===== src/rtl/frame_reader_pkg.sv =====
// Shared definitions for the frame reader: FSM states, CI command codes and sizing.
package frame_reader_pkg;

    typedef enum logic [2:0] {
        IDLE        = 3'd0,
        REQUEST_BUS = 3'd1,
        INIT_BURST  = 3'd2,
        WAIT_DATA   = 3'd3,
        END_BURST   = 3'd4,
        ERROR       = 3'd5
    } frameState_t;

    localparam logic [2:0] CMD_WRITE_BASE  = 3'd0;
    localparam logic [2:0] CMD_WRITE_WPL   = 3'd1;
    localparam logic [2:0] CMD_WRITE_LINES = 3'd2;
    localparam logic [2:0] CMD_CONTROL     = 3'd3;
    localparam logic [2:0] CMD_READ_STATUS = 3'd4;
    localparam logic [2:0] CMD_READ_BASE   = 3'd5;

    localparam int MAX_BURST  = 16;
    localparam int FIFO_DEPTH = 32;

    // Length of the next burst: never more than MAX_BURST, never past the end of the line.
    function automatic logic [4:0] burstLength(input logic [8:0] wordsLeft);
        if (wordsLeft >= 9'(MAX_BURST)) begin
            return 5'(MAX_BURST);
        end
        return wordsLeft[4:0];
    endfunction

endpackage


===== src/rtl/frame_reader_fifo.sv =====
// 32 x 32-bit synchronous FIFO with occupancy count and flush.
module frame_reader_fifo
    import frame_reader_pkg::*;
(
    input  logic        clock_i,
    input  logic        reset_i,
    input  logic        flush_i,
    input  logic        wrEn_i,
    input  logic [31:0] wrData_i,
    input  logic        rdEn_i,
    output logic [31:0] rdData_o,
    output logic        empty_o,
    output logic [5:0]  count_o
);

    logic [31:0] mem_q [FIFO_DEPTH];
    logic [4:0]  wrPtr_q;
    logic [4:0]  rdPtr_q;
    logic [5:0]  count_q;
    logic        full;
    logic        doWrite;
    logic        doRead;

    assign empty_o  = (count_q == 6'd0);
    assign full     = (count_q == 6'(FIFO_DEPTH));
    assign doRead   = rdEn_i && !empty_o;
    assign doWrite  = wrEn_i && (!full || doRead);
    assign count_o  = count_q;
    assign rdData_o = empty_o ? 32'd0 : mem_q[rdPtr_q];

    // Storage array; contents need no reset because the count guards every read.
    always_ff @(posedge clock_i) begin
        if (doWrite) begin
            mem_q[wrPtr_q] <= wrData_i;
        end
    end

    // Pointer and occupancy bookkeeping; a simultaneous read and write leaves the count alone.
    always_ff @(posedge clock_i) begin
        if (reset_i || flush_i) begin
            wrPtr_q <= 5'd0;
            rdPtr_q <= 5'd0;
            count_q <= 6'd0;
        end else begin
            if (doWrite) begin
                wrPtr_q <= wrPtr_q + 5'd1;
            end
            if (doRead) begin
                rdPtr_q <= rdPtr_q + 5'd1;
            end
            case ({doWrite, doRead})
                2'b10:   count_q <= count_q + 6'd1;
                2'b01:   count_q <= count_q - 6'd1;
                default: count_q <= count_q;
            endcase
        end
    end

endmodule


===== src/rtl/frame_reader.sv =====
// Frame reader: bursts a frame of grey pixels out of memory into a pixel stream,
// configured, started and monitored through custom-instruction calls.
module frame_reader
    import frame_reader_pkg::*;
#(
    parameter logic [7:0] customInstructionId = 8'd0
) (
    input  logic        clock,
    input  logic        reset,
    input  logic        ciStart,
    input  logic        ciCke,
    input  logic [7:0]  ciN,
    input  logic [31:0] ciValueA,
    input  logic [31:0] ciValueB,
    output logic [31:0] ciResult,
    output logic        ciDone,
    output logic        requestBus,
    input  logic        busGrant,
    output logic        beginTransactionOut,
    output logic        endTransactionOut,
    output logic        readNotWriteOut,
    output logic [3:0]  byteEnablesOut,
    output logic [7:0]  burstSizeOut,
    output logic [31:0] addressDataOut,
    input  logic [31:0] addressDataIn,
    input  logic        dataValidIn,
    input  logic        endTransactionIn,
    input  logic        busErrorIn,
    output logic [31:0] pixelWord,
    output logic        pixelValid,
    input  logic        pixelReady
);

    frameState_t state_q;
    frameState_t state_d;

    logic        ciSelected;
    logic [2:0]  ciCommand;
    logic        startCmd;
    logic        abortCmd;
    logic        unusedCiBits;

    logic [31:0] base_q;
    logic [8:0]  wordsPerLine_q;
    logic [10:0] nrOfLines_q;
    logic [31:0] address_q;
    logic [8:0]  lineRemain_q;
    logic [10:0] linesLeft_q;
    logic        busy_q;
    logic        done_q;
    logic        error_q;
    logic        discard_q;

    logic        beginTransaction_q;
    logic        readNotWrite_q;
    logic [3:0]  byteEnables_q;
    logic [7:0]  burstSize_q;
    logic [31:0] addressData_q;

    logic [8:0]  wplEffective;
    logic [4:0]  burstLen;
    logic [5:0]  fifoCount;
    logic [5:0]  freeEntries;
    logic        fifoEmpty;
    logic        fifoWrite;
    logic        fifoRead;
    logic        fifoFlush;
    logic        beatAccepted;

    assign ciSelected   = ciStart && ciCke && (ciN == customInstructionId);
    assign ciDone       = ciSelected;
    assign ciCommand    = ciValueA[2:0];
    assign startCmd     = ciSelected && (ciCommand == CMD_CONTROL) && ciValueB[0];
    assign abortCmd     = ciSelected && (ciCommand == CMD_CONTROL) && ciValueB[1];
    assign unusedCiBits = ^ciValueA[31:3];

    assign wplEffective = (wordsPerLine_q == 9'd0) ? 9'd256 : wordsPerLine_q;
    assign burstLen     = burstLength(lineRemain_q);
    assign freeEntries  = 6'(FIFO_DEPTH) - fifoCount;

    // A beat that errors is dropped; beats of an aborted burst are counted but not stored.
    assign beatAccepted = (state_q == WAIT_DATA) && dataValidIn && !busErrorIn;
    assign fifoWrite    = beatAccepted && !discard_q;
    assign fifoRead     = pixelValid && pixelReady;
    assign fifoFlush    = abortCmd || (discard_q && (state_d == IDLE));

    assign pixelValid          = !fifoEmpty;
    assign requestBus          = (state_q == REQUEST_BUS);
    assign endTransactionOut   = (state_q == ERROR);
    assign beginTransactionOut = beginTransaction_q;
    assign readNotWriteOut     = readNotWrite_q;
    assign byteEnablesOut      = byteEnables_q;
    assign burstSizeOut        = burstSize_q;
    assign addressDataOut      = addressData_q;

    // Custom-instruction read-back mux; anything not selected or not a read returns zero.
    always_comb begin
        ciResult = 32'd0;
        if (ciSelected) begin
            case (ciCommand)
                CMD_READ_STATUS: ciResult = {29'd0, error_q, done_q, busy_q};
                CMD_READ_BASE:   ciResult = base_q;
                default:         ciResult = 32'd0;
            endcase
        end
    end

    // Next-state logic: only ask for the bus when the whole next burst fits in the FIFO.
    always_comb begin
        state_d = state_q;
        case (state_q)
            IDLE: begin
                if (busy_q && (lineRemain_q != 9'd0) && (freeEntries >= 6'(burstLen))) begin
                    state_d = REQUEST_BUS;
                end
            end
            REQUEST_BUS: begin
                if (busGrant) begin
                    state_d = INIT_BURST;
                end else if (!busy_q) begin
                    state_d = IDLE;
                end
            end
            INIT_BURST: state_d = WAIT_DATA;
            WAIT_DATA: begin
                if (busErrorIn) begin
                    state_d = ERROR;
                end else if (endTransactionIn) begin
                    state_d = END_BURST;
                end
            end
            END_BURST: state_d = IDLE;
            ERROR:     state_d = IDLE;
            default:   state_d = IDLE;
        endcase
    end

    // State register.
    always_ff @(posedge clock) begin
        if (reset) begin
            state_q <= IDLE;
        end else begin
            state_q <= state_d;
        end
    end

    // Configuration, frame counters and status; abort is applied last so it always wins busy.
    always_ff @(posedge clock) begin
        if (reset) begin
            base_q         <= 32'd0;
            wordsPerLine_q <= 9'd0;
            nrOfLines_q    <= 11'd0;
            address_q      <= 32'd0;
            lineRemain_q   <= 9'd0;
            linesLeft_q    <= 11'd0;
            busy_q         <= 1'b0;
            done_q         <= 1'b0;
            error_q        <= 1'b0;
            discard_q      <= 1'b0;
        end else begin
            if (ciSelected) begin
                case (ciCommand)
                    CMD_WRITE_BASE:  base_q         <= {ciValueB[31:2], 2'b00};
                    CMD_WRITE_WPL:   wordsPerLine_q <= ciValueB[8:0];
                    CMD_WRITE_LINES: nrOfLines_q    <= ciValueB[10:0];
                    default:         ;
                endcase
            end

            if (startCmd && !abortCmd && !busy_q && !discard_q) begin
                address_q    <= base_q;
                lineRemain_q <= wplEffective;
                linesLeft_q  <= nrOfLines_q;
                error_q      <= 1'b0;
                done_q       <= (nrOfLines_q == 11'd0);
                busy_q       <= (nrOfLines_q != 11'd0);
            end

            if (beatAccepted) begin
                address_q    <= address_q + 32'd4;
                lineRemain_q <= lineRemain_q - 9'd1;
            end

            if ((state_q == END_BURST) && busy_q && (lineRemain_q == 9'd0)) begin
                lineRemain_q <= wplEffective;
                linesLeft_q  <= linesLeft_q - 11'd1;
                if (linesLeft_q == 11'd1) begin
                    busy_q <= 1'b0;
                    done_q <= 1'b1;
                end
            end

            if (state_q == ERROR) begin
                error_q <= 1'b1;
                busy_q  <= 1'b0;
            end

            if (abortCmd) begin
                busy_q    <= 1'b0;
                discard_q <= (state_d != IDLE);
            end else if (state_d == IDLE) begin
                discard_q <= 1'b0;
            end
        end
    end

    // Burst request outputs are loaded during INIT_BURST and held for exactly one cycle.
    always_ff @(posedge clock) begin
        if (reset) begin
            beginTransaction_q <= 1'b0;
            readNotWrite_q     <= 1'b0;
            byteEnables_q      <= 4'h0;
            burstSize_q        <= 8'd0;
            addressData_q      <= 32'd0;
        end else begin
            beginTransaction_q <= (state_q == INIT_BURST);
            readNotWrite_q     <= (state_q == INIT_BURST);
            byteEnables_q      <= (state_q == INIT_BURST) ? 4'hF : 4'h0;
            burstSize_q        <= (state_q == INIT_BURST) ? {3'd0, burstLen - 5'd1} : 8'd0;
            addressData_q      <= (state_q == INIT_BURST) ? address_q : 32'd0;
        end
    end

    frame_reader_fifo pixelFifo (
        .clock_i  (clock),
        .reset_i  (reset),
        .flush_i  (fifoFlush),
        .wrEn_i   (fifoWrite),
        .wrData_i (addressDataIn),
        .rdEn_i   (fifoRead),
        .rdData_o (pixelWord),
        .empty_o  (fifoEmpty),
        .count_o  (fifoCount)
    );

endmodule


===== config.mk =====
export PLATFORM = sky130hd
export DESIGN_NAME = frame_reader
export DESIGN_NICKNAME = d
export VERILOG_FILES = /design/src/rtl/frame_reader_pkg.sv /design/src/rtl/frame_reader_fifo.sv /design/src/rtl/frame_reader.sv
export SDC_FILE = /design/constraint.sdc
export NUM_CORES = 1
export LEC_CHECK = 0
export CAP_MARGIN = 20
export CORE_AREA = 2 2 194 386
export DETAILED_ROUTE_END_ITERATION = 7
export DIE_AREA = 0 0 196 388
export PLACE_DENSITY = 0.85
export SKIP_CTS_REPAIR_TIMING = 1
export SYNTH_ARGS = -nofsm -noshare
export SYNTH_HDL_FRONTEND = slang
export SYNTH_SLANG_ARGS = --single-unit

===== constraint.sdc =====
create_clock -name clock -period 9.95 [get_ports clock]
set_input_delay 2.985 -clock clock [delete_from_list [all_inputs] [get_ports clock]]
set_output_delay 2.985 -clock clock [all_outputs]
set_load 0.03 [all_outputs]

==> reports/qor.txt, run 1 <==
syn avg cell area -> 19.1 um2
Peak Freq -> 116 MHz
Min Hold Slack -> 0.470 ns
Post-synth EDFFs -> 1024
HP Start -> base_q[26]
mapped cell area -> 46400 um2
die area -> 76000 um2
Slew Limit Fails -> 0
GRT Util Overall -> 32.5%
Placer Congestion -> 0.889
IO Port Bufs -> 192
share of cells above drive strength 1 -> 21.7%
share of the synthesized area in the top cell type -> 66.3%
Worst Setup EP -> ciResult[17]
Leakage -> 16.2 nW
Iter 0 DRT Violations -> 2962
RSZ-0062 raised after global routing -> false
DR vias -> 25707
Max Cap Viol -> 0
FF-to-FF path depth -> 7
CTS tree -> yes
setup slack, reg-to-reg -> 5.66 ns
CTS root buffer -> clkbuf_16
Area contributors post-synth -> edfxtp_1 (66%), mux4_2 (16%), dfxtp_1 (7.1%)
Total Negative Setup Slacks -> 0 ns
Ys Warns -> 0
Synth area leader -> edfxtp_1
H-tree lvl count -> 3
DRT antenna net count -> 0
Final setup viols -> 0
Yosys reg bits -> 1188
dpl hpwl -> 64600 um
clock sinks -> 1188
Mapped Cells -> 2434
Hold Crit Class -> flop to flop
Final Hold Viols -> 0
# rows -> 140
Layout area overhead -> 14.4%
Clock Pin Slew Worst Setup and Hold Paths -> 0.07 ns
CP required -> 6.97 ns
buffer depth of the longest clock path -> 3
DR pass1 iterations -> 5
clock buffer count from CTS -> 96
core area -> 72900 um2
first-pass GRT wire length -> 176000 um
Vias/cell -> 7.04
register area share after synthesis -> 73.4%
critical path type -> primary input to primary output
largest net degree at the start of global routing -> 145
Initial Util -> 63.6%
status -> finished, final reports clean
r2r endpoint -> pixelFifo.mem_q[14][16]
fin crit period -> 8.61 ns
I/O pins -> 227
Worst setup EP type -> primary output
Max VDD drop -> 188 uV
vias in the first global route -> 26157
Yosys cell types -> 71
period utilisation layout -> 86.6%
Detailed Route WL -> 122000 um
Worst Clk Skew -> 0.0250 ns
fin nets -> 2779
grt ovf -> 0
Power per Cell Area -> 182 nW/um2
top cell types by occurrence after synthesis -> edfxtp_1 (1024), mux4_2 (320), dfxtp_1 (164)
DRC -> 0
Worst-Margin Slew -> 1.12 ns
CP arrival -> 5.63 ns
Skew-Pair Late Insertion Delay -> 0.69 ns
top-count cell post-synth -> edfxtp_1
CP max FO -> 29
Most used DFF post-synth -> edfxtp_1
type of origin of the critical path -> primary input
Max-slew headroom -> 25.4%
initial antenna violation count -> 2
crit path from -> ciN[0]
r2r startpoint -> pixelFifo.count_o[0]
wire length per cell -> 33.5 um
DIE HEIGHT -> 388 um
Die X -> 196 um
Async SR Flop Fraction -> 0%
==> report_power, final <==
group	internal, mW	leakage, nW	switching [mW]	total [mW]
clock network	2.33	1.63	1.79	4.12
logic	0.0346	4.10	0.0777	0.112
registers	5.40	10.5	0.0000241	5.40
==> through the flow <==
step | util (%) | cells | setup slack (ns) | total power, mW | area, um2
floorplan | - | 2438 | 1.91 | 5.52 | 46400
global placement | 68.0 | 3466 | 1.37 | 5.61 | 49600
detailed placement | 68.0 | 3466 | 1.35 | 5.61 | 49600
CTS | 72.7 | 3644 | 1.34 | 9.66 | 53000
global route | 72.8 | 3648 | 1.20 | 9.82 | 53000
finish | 72.8 | 3649 | 1.34 | 9.63 | 53000
==> metal layers <==
layer / up-vias / global-route usage [%] / wire length, um
met3: 386 / 5.55 / 11600
li1: 10231 / - / -
met2: 1975 / 56.5 / 64500
met1: 13113 / 39.2 / 39300
met4: 2 / 17.1 / 6810
met5: - / 0 / 13
==> cells in the final DEF (no fill, tap or decap), types with 5 or more instances in the layout <==
cell / netlist / routed
nand4_1: 10 / 10
conb_1: 1 / 5
mux4_2: 320 / 320
clkinv_1: 0 / 15
or2_2: 6 / 6
edfxtp_1: 1024 / 1024
clkbuf_1: 94 / 10
or3_1: 15 / 15
a211oi_1: 11 / 11
clkinvlp_4: 0 / 11
bufinv_16: 0 / 19
xor2_1: 8 / 8
nor4_1: 10 / 10
mux2i_1: 15 / 15
nor3b_1: 6 / 5
nor2_1: 111 / 79
o21ai_0: 29 / 29
dfxtp_1: 164 / 160
clkbuf_16: 0 / 99
nand3_1: 28 / 28
a31oi_1: 17 / 17
and2_1: 66 / 65
a21oi_1: 93 / 93
a22o_1: 32 / 32
xnor2_1: 9 / 9
nor2_4: 0 / 32
buf_4: 10 / 50
clkinv_2: 0 / 15
ha_1: 21 / 21
and3_1: 10 / 10
nand3b_1: 7 / 7
inv_1: 17 / 17
nand2_1: 155 / 155
o211ai_1: 11 / 11
clkdlybuf4s50_1: 0 / 191
nor3_1: 33 / 32
==> worst min path at each step <==
stage	endpoint	cells past startpoint	slack (ns)
after global placement	linesLeft_q[7]	2	0.45
after floorplan	linesLeft_q[9]	1	0.43
after global routing	base_q[20]	2	0.49
after detailed placement	base_q[26]	2	0.46
after CTS	base_q[26]	2	0.47
final	base_q[26]	2	0.47
==> state kept, by name, summed over array words and instances (netlist names), named ones only <==
signal,flops
addressDataOut,30
address_q,30
base_q,30
burstSizeOut,5
busy_q,1
byteEnablesOut,1
discard_q,1
done_q,1
error_q,1
lineRemain_q,9
linesLeft_q,11
nrOfLines_q,11
pixelFifo.count_o,6
pixelFifo.mem_q,1024
pixelFifo.rdPtr_q,5
pixelFifo.wrPtr_q,5
state_q,3
wordsPerLine_q,9
==> worst max-delay path, stage by stage <==
cell	delay (ns)
clkdlybuf4s50_1	0.39
nand4bb_1	0.39
and3b_1	0.42
nand2_1	0.14
nor3b_2	0.19
buf_4	0.25
and2_1	0.17
clkdlybuf4s50_1	0.67
==> layout make-up <==
cell class | instances | area (um2)
diodes | 2 | 5.00
clock buffers | 110 | 2530
clock inverters | 68 | 862
fillers | 3962 | 19800
inverters | 17 | 63.8
multi-input cells | 1093 | 11900
flip-flops and latches | 1188 | 34000
well taps | 923 | 1150
repair buffers | 248 | 2430
==> cell families (layout without fill, tap and decap cells) <==
group	after synthesis	after routing	share of synthesized area [%]
and+or+nand+nor	487	487	5.22
muxes	335	335	15.9
xor gates and xnor gates	17	17	0.321
DFF	1188	1188	73.4
adders and majority gates	22	22	0.610
buffers and inverters	157	443	1.47
other	1	7	0.00809
AOI/OAI and AO/OA	227	227	3.13
Note: power is estimated with default switching activity, not from simulation.
==> run 2, diff against run 1 <==
- REMOVE_ABC_BUFFERS: not set -> 1
==> run 2 against run 1 <==
  * Non-clock buffer count rose by 8
  * Hold slack worse by 0.00095 ns
  * Maximum frequency down 0.88%
  * Power down 2.6%
  * Critical path depth unchanged
  * Wire length grew 0.81%
  * Cell area shrank 0.15%
  * Flip-flop and latch count stayed put
  * Clock skew up 0.0097 ns
  * Via count up 0.54%
==> reports/qor.txt, run 2 (synthesized netlist as in run 1, its figures left out) <==
Hold Crit Class -> flop to flop
CP arrival -> 5.70 ns
Total Negative Setup Slacks -> 0 ns
max incr delay on CP -> 0.67 ns
Placer Congestion -> 0.866
share of cells above drive strength 1 -> 21.7%
CTS root buffer -> clkbuf_16
RSZ-0062 raised after global routing -> false
period utilisation layout -> 87.3%
critical path type -> primary input to primary output
CP max stage cell -> clkdlybuf4s50_1
Final Hold Viols -> 0
DR vias -> 25845
Skew-Pair Late Insertion Delay -> 0.71 ns
r2r startpoint -> pixelFifo.count_o[0]
Placed Area -> 49600 um2
Worst-Margin Slew -> 1.10 ns
GRT Util Overall -> 33.1%
vias in the first global route -> 26712
most flop-heavy register -> pixelFifo.mem_q
first-pass GRT wire length -> 179000 um
die area -> 76000 um2
Layout area overhead -> 14.2%
DR pass1 iterations -> 6
fin nets -> 2787
core area -> 72900 um2
largest net degree at the start of global routing -> 131
Final Core Density -> 72.7%
max reg flops -> 1024
Leakage -> 16.2 nW
most frequent cells in the layout -> edfxtp_1 (1024), mux4_2 (320), clkdlybuf4s50_1 (191)
crit path from -> ciCke
Worst setup EP type -> primary output
Crit. path cell count -> 8
Worst Setup EP -> ciResult[31]
clock buffer count from CTS -> 96
CTS tree -> yes
dpl ws -> 1.27 ns
most frequent CP cell -> clkdlybuf4s50_1
most common cell after layout, fill and taps aside -> edfxtp_1
wire length per cell -> 33.7 um
I/O pins -> 227
DIE HEIGHT -> 388 um
Peak Freq -> 115 MHz
grt ovf -> 0
fin area -> 53000 um2
r2r endpoint -> pixelFifo.mem_q[12][5]
dpl hpwl -> 64500 um
Initial Util -> 63.6%
Post-Layout Cell Count -> 3659
fin crit period -> 8.69 ns
Max-slew headroom -> 26.7%
CP max FO -> 29
buffer depth of the longest clock path -> 3
# rows -> 140
Max VDD drop -> 144 uV
setup slack, reg-to-reg -> 5.59 ns
DRC -> 0
placed insts -> 3467
IO Port Bufs -> 192
DRT antenna net count -> 0
Power per Cell Area -> 177 nW/um2
cell family with most CP delay -> buffers and inverters
Clock Pin Slew Worst Setup and Hold Paths -> 0.07 ns
worst path bufs/invs -> 3
Max Cap Viol -> 0
Iter 0 DRT Violations -> 3270
type of origin of the critical path -> primary input
Die X -> 196 um
Slew Limit Fails -> 0
Vias/cell -> 7.06
Final setup viols -> 0
Tot Pwr -> 9.39 mW
Min Hold Slack -> 0.469 ns
clock sinks -> 1188
H-tree lvl count -> 3
Detailed Route WL -> 123000 um
initial antenna violation count -> 2
Worst Clk Skew -> 0.0348 ns
fillers -> 3988
FF-to-FF path depth -> 7
status -> finished, final reports clean
Setup WS post-layout -> 1.26 ns
CP cell instances -> clkdlybuf4s50_1, nand4bb_1, and3b_1, nand2_1, nor3b_2, buf_4, and2_1, clkdlybuf4s50_1
CP required -> 6.97 ns
==> run 2: layout make-up <==
cell class | instances | area (um2) | area share (%)
sequential | 1188 | 34000 | 64.3
multi-input combinational | 1093 | 12000 | 22.6
timing repair buffer | 256 | 2610 | 4.92
clock buffer | 114 | 2490 | 4.70
tap | 923 | 1150 | 2.18
clock inverter | 66 | 641 | 1.21
inverter | 17 | 63.8 | 0.120
antenna | 2 | 5.00 | 0.00945
==> run 2: how the worst min path moves through the flow <==
stage                     cells past startpoint               from           endpoint
final                                         2     linesLeft_q[7]     linesLeft_q[7]
after global routing                          2         base_q[28]         base_q[28]
after detailed placement                      2     linesLeft_q[7]     linesLeft_q[7]
after global placement                        2  wordsPerLine_q[8]  wordsPerLine_q[8]
after CTS                                     2     linesLeft_q[7]     linesLeft_q[7]
after floorplan                               2  wordsPerLine_q[8]  wordsPerLine_q[8]
==> run 2: power breakdown <==
| group | internal [mW] | leakage, nW | total [mW] | switching, mW |
|---|---|---|---|---|
| Combinational | 0.0391 | 4.19 | 0.119 | 0.0799 |
| Sequential | 5.40 | 10.5 | 5.40 | 0.0000233 |
| Clock | 2.05 | 1.50 | 3.87 | 1.82 |
| Total | 7.48 | 16.2 | 9.39 | 1.90 |
==> run 2: metal layers <==
layer | track usage (%) | vias up | share of wire (%)
met1 | 39.1 | 13231 | 32
met4 | 15.5 | 0 | 5.0
met2 | 58.7 | 1967 | 54
met3 | 6.30 | 398 | 9.2
met5 | 0 | - | 0
li1 | - | 10249 | -
==> run 2: worst min-delay path, cell delays in order (launching register included) <==
cell	delay [ns]
dfxtp_1	0.31
nand3_1	0.06
a21oi_1	0.05
